$ cat src/rtl/pe_feeder.sv
// Transmit-side front end for one pe_simd lane: loads a program, buffers a data
// burst, then streams it gap-free followed by the PE readback hold window.
`timescale 1ns/1ps
module pe_feeder #(
   parameter int WORD_W   = 32,
   parameter int INST_W   = 64,
   parameter int BURST    = 32,
   parameter int INST_NUM = 16,
   parameter int GAP      = 14
) (
   input  logic              clk,
   input  logic              rst,
   input  logic              prog_start,
   input  logic              flush,
   input  logic              s_inst_valid,
   output logic              s_inst_ready,
   input  logic [INST_W-1:0] s_inst_data,
   input  logic              s_data_valid,
   output logic              s_data_ready,
   input  logic [WORD_W-1:0] s_data,
   output logic              inst_in_v,
   output logic [INST_W-1:0] inst_in,
   output logic              din_v,
   output logic [WORD_W-1:0] din_pe,
   output logic              busy,
   output logic              burst_done,
   output logic [15:0]       burst_cnt
);

   localparam int IDX_W = $clog2(BURST);
   localparam int ICW   = $clog2(INST_NUM) + 1;
   localparam int GCW   = $clog2(GAP) + 1;

   typedef enum logic [2:0] {ST_IDLE, ST_INST, ST_FILL, ST_SEND, ST_HOLD, ST_GAP} state_t;

   state_t            state_reg, state_next;
   logic [IDX_W-1:0]  wr_idx_reg, wr_idx_next;
   logic [IDX_W-1:0]  cnt_reg, cnt_next;
   logic [ICW-1:0]    inst_cnt_reg, inst_cnt_next;
   logic [GCW-1:0]    gap_cnt_reg, gap_cnt_next;
   logic [WORD_W-1:0] buf_mem [BURST];

   logic              inst_hs, data_hs;
   logic              inst_v_next, done_next;
   logic              inst_v_reg, din_v_reg, burst_done_reg;
   logic [INST_W-1:0] inst_in_reg;
   logic [WORD_W-1:0] din_pe_reg;
   logic [15:0]       burst_cnt_reg;

   // Ready/busy decode only the state register, never the incoming valid.
   assign s_inst_ready = (state_reg == ST_INST);
   assign s_data_ready = (state_reg == ST_FILL);
   assign busy         = (state_reg != ST_IDLE);
   assign inst_hs      = s_inst_valid & s_inst_ready;
   assign data_hs      = s_data_valid & s_data_ready;

   always_comb begin
      state_next    = state_reg;
      wr_idx_next   = wr_idx_reg;
      cnt_next      = cnt_reg;
      inst_cnt_next = inst_cnt_reg;
      gap_cnt_next  = gap_cnt_reg;
      case (state_reg)
         ST_IDLE: if (prog_start) state_next = ST_INST;
         ST_INST: if (inst_hs) begin
            if (inst_cnt_reg == ICW'(INST_NUM - 1)) begin
               state_next    = ST_FILL;
               inst_cnt_next = '0;
            end else begin
               inst_cnt_next = inst_cnt_reg + 1'b1;
            end
         end
         ST_FILL: if (data_hs) begin
            wr_idx_next = wr_idx_reg + 1'b1;
            if (wr_idx_reg == IDX_W'(BURST - 1)) begin
               state_next = ST_SEND;
               cnt_next   = '0;
            end
         end
         ST_SEND: begin
            cnt_next = cnt_reg + 1'b1;
            if (cnt_reg == IDX_W'(BURST - 1)) state_next = ST_HOLD;
         end
         ST_HOLD: begin
            cnt_next = cnt_reg + 1'b1;
            if (cnt_reg == IDX_W'(BURST - 1)) begin
               state_next   = ST_GAP;
               gap_cnt_next = '0;
            end
         end
         ST_GAP: begin
            gap_cnt_next = gap_cnt_reg + 1'b1;
            if (gap_cnt_reg == GCW'(GAP - 1)) begin
               state_next   = ST_FILL;
               gap_cnt_next = '0;
            end
         end
         default: state_next = ST_IDLE;
      endcase
      if (flush) begin
         state_next    = ST_IDLE;
         wr_idx_next   = '0;
         cnt_next      = '0;
         inst_cnt_next = '0;
         gap_cnt_next  = '0;
      end
   end

   assign inst_v_next = inst_hs & ~flush;
   // PE outputs are computed from the next state so they line up with it.
   assign done_next   = (state_next == ST_HOLD) && (cnt_next == IDX_W'(BURST - 1));

   always_ff @(posedge clk or negedge rst) begin
      if (!rst) begin
         state_reg      <= ST_IDLE;
         wr_idx_reg     <= '0;
         cnt_reg        <= '0;
         inst_cnt_reg   <= '0;
         gap_cnt_reg    <= '0;
         inst_v_reg     <= 1'b0;
         inst_in_reg    <= '0;
         din_v_reg      <= 1'b0;
         din_pe_reg     <= '0;
         burst_done_reg <= 1'b0;
         burst_cnt_reg  <= '0;
      end else begin
         state_reg      <= state_next;
         wr_idx_reg     <= wr_idx_next;
         cnt_reg        <= cnt_next;
         inst_cnt_reg   <= inst_cnt_next;
         gap_cnt_reg    <= gap_cnt_next;
         inst_v_reg     <= inst_v_next;
         inst_in_reg    <= inst_v_next ? s_inst_data : '0;
         din_v_reg      <= (state_next == ST_SEND) || (state_next == ST_HOLD);
         din_pe_reg     <= (state_next == ST_SEND) ? buf_mem[cnt_next] : '0;
         burst_done_reg <= done_next;
         if (done_next) burst_cnt_reg <= burst_cnt_reg + 16'd1;
      end
   end

   // Buffer contents survive reset; only the indices are cleared.
   always_ff @(posedge clk) begin
      if (data_hs) buf_mem[wr_idx_reg] <= s_data;
   end

   assign inst_in_v  = inst_v_reg;
   assign inst_in    = inst_in_reg;
   assign din_v      = din_v_reg;
   assign din_pe     = din_pe_reg;
   assign burst_done = burst_done_reg;
   assign burst_cnt  = burst_cnt_reg;

endmodule

$ cat config.mk
export PLATFORM = sky130hd
export DESIGN_NAME = pe_feeder
export DESIGN_NICKNAME = d
export VERILOG_FILES = /design/src/rtl/pe_feeder.sv
export SDC_FILE = /design/constraint.sdc
export NUM_CORES = 1
export LEC_CHECK = 0
export BUFFER_PORTS_ARGS = -buffer_cell sky130_fd_sc_hd__buf_4
export CORE_UTILIZATION = 40
export CTS_CLUSTER_DIAMETER = 50
export DETAILED_ROUTE_END_ITERATION = 10
export PLACE_DENSITY_LB_ADDON = 0.08
export SLEW_MARGIN = 5
export SYNTH_ARGS = -nofsm -noshare
export SYNTH_HDL_FRONTEND = slang
export SYNTH_SLANG_ARGS = --single-unit
$ cat constraint.sdc
create_clock -name clk -period 3.3 [get_ports clk]
set_input_delay 0.825 -clock clk [delete_from_list [all_inputs] [get_ports clk]]
set_output_delay 0.825 -clock clk [all_outputs]
set_load 0.05 [all_outputs]
* Word level (Yosys, flattened, before mapping)
Memory sizes are Yosys's and may differ from the RTL's.
Index checks and enable logic that the tools add are counted.
** Storage, ports and cells
- Output and inout port bits :: 118
- Memories kept :: 1
- Bits in writable memories :: 1024
- Flip-flop bits (word level) :: 138
- Bits of input ports :: 102
** Cells by class
- Add/sub/neg operators :: 5
- Bitwise gates (word level) :: 4
- Eq/ne operators :: 13
- Reduce and logical (&&, ||, !) cells :: 13
- Mux-type cells :: 29
** Memory list
- buf_mem :: depth 32, bits a word 32, read ports 1, clocked after Yosys merged registers in 0, wr ports 1, line 41 : logic [WORD_W-1:0] buf_mem [BURST];
** Operators with widths (number)
- 5-bit two-way mux :: 13
- 64-bit two-way mux :: 1
- 32-bit two-way mux :: 1
- 3-bit two-way mux :: 9
- 5-bit by 1-bit adder with 5-bit output, second input constant :: 4
- 5-bit one-hot mux with 2 select lines :: 2
- 3-bit one-hot mux with 6 select lines :: 1
- 16-bit by 1-bit adder with 16-bit output, second input constant :: 1
- 5-bit == test, second input constant :: 3
- 5-bit by 4-bit == test with 1-bit output, second input constant :: 2
- 3-bit by 2-bit == test with 1-bit output, second input constant :: 3
- 3-bit == test, second input constant :: 3
- 2-bit nonzero test :: 4
- 2-bit AND reduction :: 3
- 3-bit nonzero test :: 2
- 1-bit bitwise AND :: 3
- 3-bit by 1-bit == test with 1-bit output, second input constant :: 1
- 3-bit logical NOT :: 1
- 3-bit != test, second input constant :: 1
- 1-bit two-way mux :: 2
- 2-bit OR reduction :: 1
- 1-bit logical AND :: 1
- 1-bit logical OR :: 1
- 1-bit inverter :: 1

* Depth between registers and ports, before layout
Gate-level depths: netlist of run 1.
- Word-level depth :: 7
- Mapped depth :: 15

* Worst setup path before layout of run 1
OpenSTA, ideal clock, no wires.
- Path kind :: input to register
- Start point :: input s_data_valid
- End point :: memory buf_mem[31][0], enable pin
- Setup time :: 0.421 ns
- Stages :: 4
- Data arrival time :: 2.868 ns
- Setup slack :: 0.010 ns
- Path buffers :: 1
- Required time :: 2.879 ns
- Path through :: nor4bb_1 buf_2 nand2_1 nor2_1
** On the way
- Cells in the longest elaborated chain, start to end :: 3
** RTL lines
- start, declared :: line 18 : input logic s_data_valid,
- 1-bit bitwise AND :: line 55 : assign data_hs = s_data_valid & s_data_ready;
- 1-bit two-way mux :: line 143 : if (data_hs) buf_mem[wr_idx_reg] <= s_data;
- 1-bit two-way mux (implied by the code) :: line 143
- end, declared :: line 41
No other way between the ends.

* Worst setup path in the final report of run 1
- Start point :: register wr_idx_reg[0]
- End point :: register din_pe_reg[30] (netlist: din_pe[30])
** On the way
- Cells in the longest elaborated chain, start to end :: 7
- Elaborated cells on any way between the ends :: 12
- Classes of those cells :: 2 x eq/ne; 9 x mux; 1 x memory
** RTL lines
- start, declared :: line 37 : logic [IDX_W-1:0] wr_idx_reg, wr_idx_next;
- start signal, assigned :: line 128 : wr_idx_reg <= wr_idx_next;
- 5-bit == test (*) :: line 75 : if (wr_idx_reg == IDX_W'(BURST - 1)) begin
- 5-bit two-way mux / 3-bit two-way mux (equally long branches) :: line 75
- 5-bit two-way mux / 3-bit two-way mux (equally long branches) :: line 73 : ST_FILL: if (data_hs) begin
- 5-bit one-hot mux with 2 select lines / 3-bit one-hot mux with 6 select lines (equally long branches) :: line 63 : case (state_reg)
- 5-bit two-way mux / 3-bit two-way mux (equally long branches) :: line 100 : if (flush) begin
- memory 32 x 32 bit / 3-bit by 2-bit == test with 1-bit output (equally long branches)
- 32-bit two-way mux (*) :: line 135 : din_pe_reg <= (state_next == ST_SEND) ? buf_mem[cnt_next] : '0;
- end signal, assigned :: line 135
- end, declared :: line 47 : logic [WORD_W-1:0] din_pe_reg;
Every way passes the cells marked *; elsewhere a longest branch is shown, timed or not.
A chain may end at the register's enable or synchronous reset.

==> flow_summary.toml, run 1 <==
[power]
vdd_ir_drop_max_mv = 0.5395
leakagePower_nw = 19.19
power.density_nw_per_um2 = 572.3
total_power_mw = 31.94

[sta]
worstMarginPinSlew_ns = 0.6361
slew_headroom_pct = 57.49
fin_skew_ns = 0.02691
timing.final.hold_violations = 0
slew_viol_final = 0
fin_crit_sh_pct = 95.16
setup_viol = 0
min_period_ns = 3.140
fmax_mhz = 318.4
rsz0062_at_grt = "false"

[final_layout]
layout-drive-gt1-share_pct = 22.03
area_delta_synth_final_pct = 22.26
finish.net_count = 3449
layout_commonest_cell = "edfxtp_1"
largest_reg_flops = 1024
fill_cells = 9568
instances_no_fill = 4956
layout_common_cells = "1,024 x edfxtp_1, 450 x nand2_1, 366 x buf_4"
regArea_um2 = 34200
multi_input_area_um2 = 10710
postLayoutCoreUtil_pct = 49.47

[yosys]
yosysWarnings = 0
synth_top_area_cell = "edfxtp_1"
synthesis.area_um2 = 45650
syn_inst = 2989
synth_top_area_share_pct = 67.36
synth_seq_cells = 1162
synth_ff_type = "edfxtp_1"
synth.distinct_cells = 62
syn_avg_cell_area_um2 = 15.27
synth_edf_count = 1024
synth_nets = 3102
synthTopCellsByArea = "edfxtp_1 67%, dfrtp_1 7.6%, a311oi_1 4.1%"
async_reset_ff_share_pct = 11.88
synth-seq-area-share_pct = 74.93

[grt]
grt-ovfl-total = 0
grt_pass1_vias = 28230
antenna_found_initial = 5
grt_first_pass_wirelength_um = 202100
gr-usage-all-layers_pct = 24.22
grt_max_degree = 71

[setup_path]
cp-start-kind = "flip-flop"
worstSetupEndpointType = "flip-flop"
reg2reg_depth = 13
reg2reg_slack_ns = 0.16
cp.buffers_inverters = 4
crit_type = "flip-flop to flip-flop"
cp_slowest_cell = "dfrtp_1"
worstPathCellList = "ha_1, and3_1, ha_1, a21oi_2, buf_4, o2111a_4, nor2_4, clkinv_8, buf_4, buf_4, mux2_2, a221o_1, a211oi_2"
cpMostUsedCell = "buf_4"
arrival_ns = 3.78
slowest_delay_ns = 0.38
cp-startpoint = "wr_idx_reg[0]"
worstPathMaxFanout = 17
crit_required_ns = 3.94
r2r-end = "din_pe[30]"
rr_startpoint = "wr_idx_reg[0]"
cpLargestDelayFamily = "compound AO/OA/AOI/OAI gates"

[die]
die_area_um2 = 115500
start_util_pct = 40.47
std_cell_rows = 123
coreArea_um2 = 112800
die_x_um = 339.8
chipHeight_um = 339.8
pin_count = 220

[place]
dp.cells = 4683
globalplace.congestion = 0.8129
portBuffers = 219
dp_hpwl_um = 81360

[drt]
vias_per_cell = 5.805
ant_nets = 0
via_count = 28770
firstDrtPassIters = 7
initialDrtViolationCount = 2658
drc_errors = 0
drt_wl_total_um = 141600
wl_per_cell_um = 28.58

[job]
drv_cap = 0

[hold_path]
hold_path_class = "input pin to async pin"

[clocking]
clkTransAtPathRegs_ns = 0.05
cts.root.buffer_cell = "clkbuf_16"
cts_tree = "built"
cts_made_buffers = 141
cts_hold_buf = 0
clock-sinks = 1162
clk_latency_ns = 0.75
ctsHtreeMaxLevel = 4
max-clock-path-buffers = 3

[outcome]
status = "completed"
[cells in the mapped netlist (3+ instances only)]
| library cell | instances |
|---|---|
| buf_1 | 14 |
| a22oi_1 | 19 |
| a21boi_0 | 3 |
| or3_1 | 3 |
| dfrtp_1 | 138 |
| buf_4 | 6 |
| and3b_1 | 3 |
| nand2b_1 | 6 |
| edfxtp_1 | 1024 |
| nand3_1 | 15 |
| o21ai_0 | 115 |
| nand2_1 | 450 |
| xor2_1 | 10 |
| o31ai_1 | 5 |
| o211ai_1 | 6 |
| inv_2 | 3 |
| a221oi_1 | 3 |
| inv_1 | 9 |
| and2_1 | 4 |
| mux4_2 | 37 |
| nor2b_1 | 6 |
| nor3b_1 | 217 |
| xnor2_1 | 9 |
| a21oi_1 | 13 |
| buf_2 | 60 |
| nor3_1 | 6 |
| nor2_1 | 60 |
| a311oi_1 | 212 |
| mux2i_1 | 6 |
| and3_1 | 71 |
| clkbuf_1 | 156 |
| or3b_2 | 3 |
| ha_1 | 11 |
| nand3b_1 | 4 |
| buf_6 | 3 |
| a211oi_1 | 214 |
| nand4_1 | 34 |
[cell type report]
cell class,instances,share of cell area (%)
flip-flops and latches,1162,61.28
multi-input cells,1576,19.19
repair buffers,442,7.589
clock buffers,188,7.140
well taps,1500,3.363
clock inverters,73,1.282
inverters,12,0.1255
repair inverters,1,0.01569
diodes,2,0.008967
[logic make-up (layout without fill, tap and decap cells)]
family,after synthesis,in the layout,synth area share [%]
XOR/XNOR,19,19,0.3645
AND/OR/NAND/NOR,892,892,10.08
adder cells (fa/ha/maj),11,11,0.3015
AO/OA/AOI/OAI,608,608,9.969
multiplexers,46,46,2.031
buffers and inverters,251,716,2.327
other,0,2,0
flip-flops,1162,1162,74.93
[what timing repair did]
action,CTS,global route
endpoints found under the setup margin,2,24
setup buffers,0,8
gates resized for setup,2,30
hold endpoints to repair,0,0
gates cloned,0,2
pin swaps,0,5
[per-stage QoR]
stage	hold slack [ns]	setup WS (ns)	setup TNS, ns	area, um2
6_report	0.03617	0.1596	0	55810
5_1_grt	0.05567	0.004972	0	55810
4_1_cts	0.02114	0.01997	0	55620
3_5_place_dp	0.4878	-0.04270	-0.05541	50920
3_3_place_gp	0.4601	-0.02705	-0.05034	50920
2_1_floorplan	0.4384	0.01036	0	45650
[per-layer routing]
metal  wire (um)  track usage, %  vias up
met5          10               0        -
met4        3373           7.235        2
met3        8724           3.519      215
met2       67190           39.12     1055
met1       62330           34.00    15010
li1            -               -    12490
[how the worst max path moves through the flow]
| stage | endpoint | slack, ns | depth (start not counted) |
|---|---|---|---|
| after CTS | din_pe[8] | 0.02 | 14 |
| final | din_pe[30] | 0.16 | 13 |
| after global routing | din_pe[25] | 0.005 | 14 |
| after detailed placement | din_pe[8] | -0.04 | 10 |
| after global placement | din_pe[22] | -0.03 | 10 |
| after floorplan | buf_mem[31][0] | 0.01 | 4 |
[where the power goes]
group,internal [mW],leakage (nW),total [mW],switching (mW)
Clock,9.33,2.30,15.4,6.12
Sequential,16.0,11.1,16.0,0.00680
Combinational,0.128,5.79,0.472,0.344
Total,25.5,19.2,31.9,6.47
No activity file was read; power rests on OpenSTA's default activity.
==> run 2: changes to the inputs <==
--- a/config.mk
+++ b/config.mk
@@ -8,6 +8,8 @@
 export BUFFER_PORTS_ARGS = -buffer_cell sky130_fd_sc_hd__buf_4
 export CORE_UTILIZATION = 40
+export CTS_BUF_LIST = sky130_fd_sc_hd__clkbuf_16
 export CTS_CLUSTER_DIAMETER = 50
 export DETAILED_ROUTE_END_ITERATION = 10
+export HOLD_SLACK_MARGIN = 0.03
 export PLACE_DENSITY_LB_ADDON = 0.08
 export SLEW_MARGIN = 5
==> constraint.sdc (replaced) <==
create_clock -name clk -period 3.3 [get_ports clk]
set_input_delay 0.825 -clock clk [delete_from_list [all_inputs] [get_ports clk]]
set_output_delay 0.825 -clock clk [all_outputs]
set_load 0.1 [all_outputs]
==> run 2 against run 1 <==
- cell area increased by 1.1%
- first-iteration DRC count increased by 5.4%
- clock skew up 0.0014 ns
- fmax shrank 3.3%
- sequential share of layout area down 0.69 points
- largest cell class unchanged
- power decreased by 1.7%
- clock-buffer cell count is 41 lower
==> flow_summary.toml, run 2 (synthesized netlist as in run 1, its figures left out) <==
[outcome]
status = "completed"

[sta]
min_period_ns = 3.248
setup_viol = 0
worstMarginPinSlew_ns = 0.7608
whs_ns = 0.3261
slew_headroom_pct = 49.16
fmax_mhz = 307.9
slew_viol_final = 0
fin_crit_sh_pct = 98.41
fin_skew_ns = 0.02832
timing.final.hold_violations = 0
rsz0062_at_grt = "true"
layout_setup_ws_ns = 0.05232

[clocking]
clkTransAtPathRegs_ns = 0.05
clk_latency_ns = 0.74
ctsHtreeMaxLevel = 4
clock-sinks = 1162
cts.root.buffer_cell = "clkbuf_16"
cts_made_buffers = 141
max-clock-path-buffers = 3
cts_tree = "built"

[setup_path]
worstPathMaxFanout = 27
reg2reg_slack_ns = 0.05
crit_path_end = "din_pe[8]"
cp-startpoint = "wr_idx_reg[0]"
worstSetupEndpointType = "flip-flop"
r2r-end = "din_pe[8]"
crit_type = "flip-flop to flip-flop"
arrival_ns = 3.80
crit_required_ns = 3.85
reg2reg_depth = 14
rr_startpoint = "wr_idx_reg[0]"
cp-start-kind = "flip-flop"

[grt]
grt_pass1_vias = 28570
grt_max_degree = 69
grt_first_pass_wirelength_um = 205300
grt-ovfl-total = 0
gr-usage-all-layers_pct = 24.84
antenna_found_initial = 4

[final_layout]
layout_commonest_cell = "edfxtp_1"
area_delta_synth_final_pct = 23.65
layout-drive-gt1-share_pct = 23.55
postLayoutCoreUtil_pct = 50.03
layout_common_cells = "1,024 x edfxtp_1, 450 x nand2_1, 405 x buf_4"
largest_reg_flops = 1024
fin_area_um2 = 56440
finish.net_count = 3505

[drt]
initialDrtViolationCount = 2802
via_count = 29270
ant_nets = 0
drc_errors = 0
drt_wl_total_um = 146600
firstDrtPassIters = 5
wl_per_cell_um = 29.26
vias_per_cell = 5.842

[power]
total_power_mw = 31.41
leakagePower_nw = 19.59
power.density_nw_per_um2 = 556.5
vdd_ir_drop_max_mv = 0.5088

[die]
coreArea_um2 = 112800
die_x_um = 339.8
pin_count = 220
die_area_um2 = 115500
chipHeight_um = 339.8
start_util_pct = 40.47
std_cell_rows = 123

[place]
dp_hpwl_um = 81620
globalplace.congestion = 0.8345
place_area_um2 = 51270
portBuffers = 219
dp_slack_ns = -0.2022

[job]
drv_cap = 0

[hold_path]
hold_path_class = "input pin to flip-flop"
run 2: cell count changes in the layout (fill, tap and decap cells not counted), sizes merged:
cell,before,now
inv,24,57
dlygate4sd3,0,1
clkinvlp,7,9
buf,441,488
nor2,61,62
clkbuf,189,155
clkinv,45,51
bufinv,10,8
run 2: worst min-delay path by stage:
stage / startpoint / cells after the start / endpoint / slack [ns]
floorplan: gap_cnt_reg[4] / 1 / gap_cnt_reg[4] / 0.44
global placement: gap_cnt_reg[4] / 1 / gap_cnt_reg[4] / 0.46
detailed placement: burst_cnt[15] / 1 / burst_cnt[15] / 0.46
CTS: s_inst_data[28] / 2 / inst_in[28] / 0.27
global route: s_inst_data[28] / 2 / inst_in[28] / 0.30
finish: s_inst_data[17] / 2 / inst_in[17] / 0.33
run 2: final cells by class:
type                    count  area, um2
fillers                  9442      56360
flip-flops and latches   1162      34200
multi-input cells        1577      10880
repair buffers            497       4913
clock buffers             147       3679
well taps                1500       1877
clock inverters           112      807.0
inverters                  12      71.32
repair inverters            1      8.758
diodes                      2      5.005
run 2: report_power, final:
group / switching, mW / internal, mW
clock: 6.11 / 8.72
sequential: 0.00689 / 16.0
combinational: 0.422 / 0.133
total: 6.54 / 24.9
run 2: metal layers:
metal	GRT usage, %	part of all wire (%)	vias to the layer above
met1	33.98	42	15290
met5	0	0	-
met2	39.88	48	1146
li1	-	-	12620
met3	4.960	7.3	213
met4	7.892	2.7	0
run 2: metrics by stage:
stage	TNS (ns)	std cells
after floorplan	0	2989
after global placement	-2.395	4720
after detailed placement	-2.288	4720
after CTS	-0.08060	4985
after global routing	-0.1812	5010
final	0	5010
run 2: repair_timing:
item / in CTS / in global routing
gates cloned: 1 / 9
pin swaps: 1 / 16
endpoints found under the setup margin: 25 / 29
resized for setup: 7 / 87
hold endpoints to repair: 24 / 0
buffers inserted: 4 / 14
hold buffers: 1 / 0
run 2: worst max-delay path, stage by stage (launching register included):
cell,delay (ns)
dfrtp_1,0.35
ha_1,0.17
and3_1,0.17
ha_2,0.20
a21oi_4,0.07
buf_4,0.15
o2111a_4,0.35
nor2_4,0.26
clkinv_8,0.19
buf_16,0.22
buf_6,0.19
a211oi_1,0.25
a311oi_1,0.07
o21ai_1,0.19
nand4_1,0.23
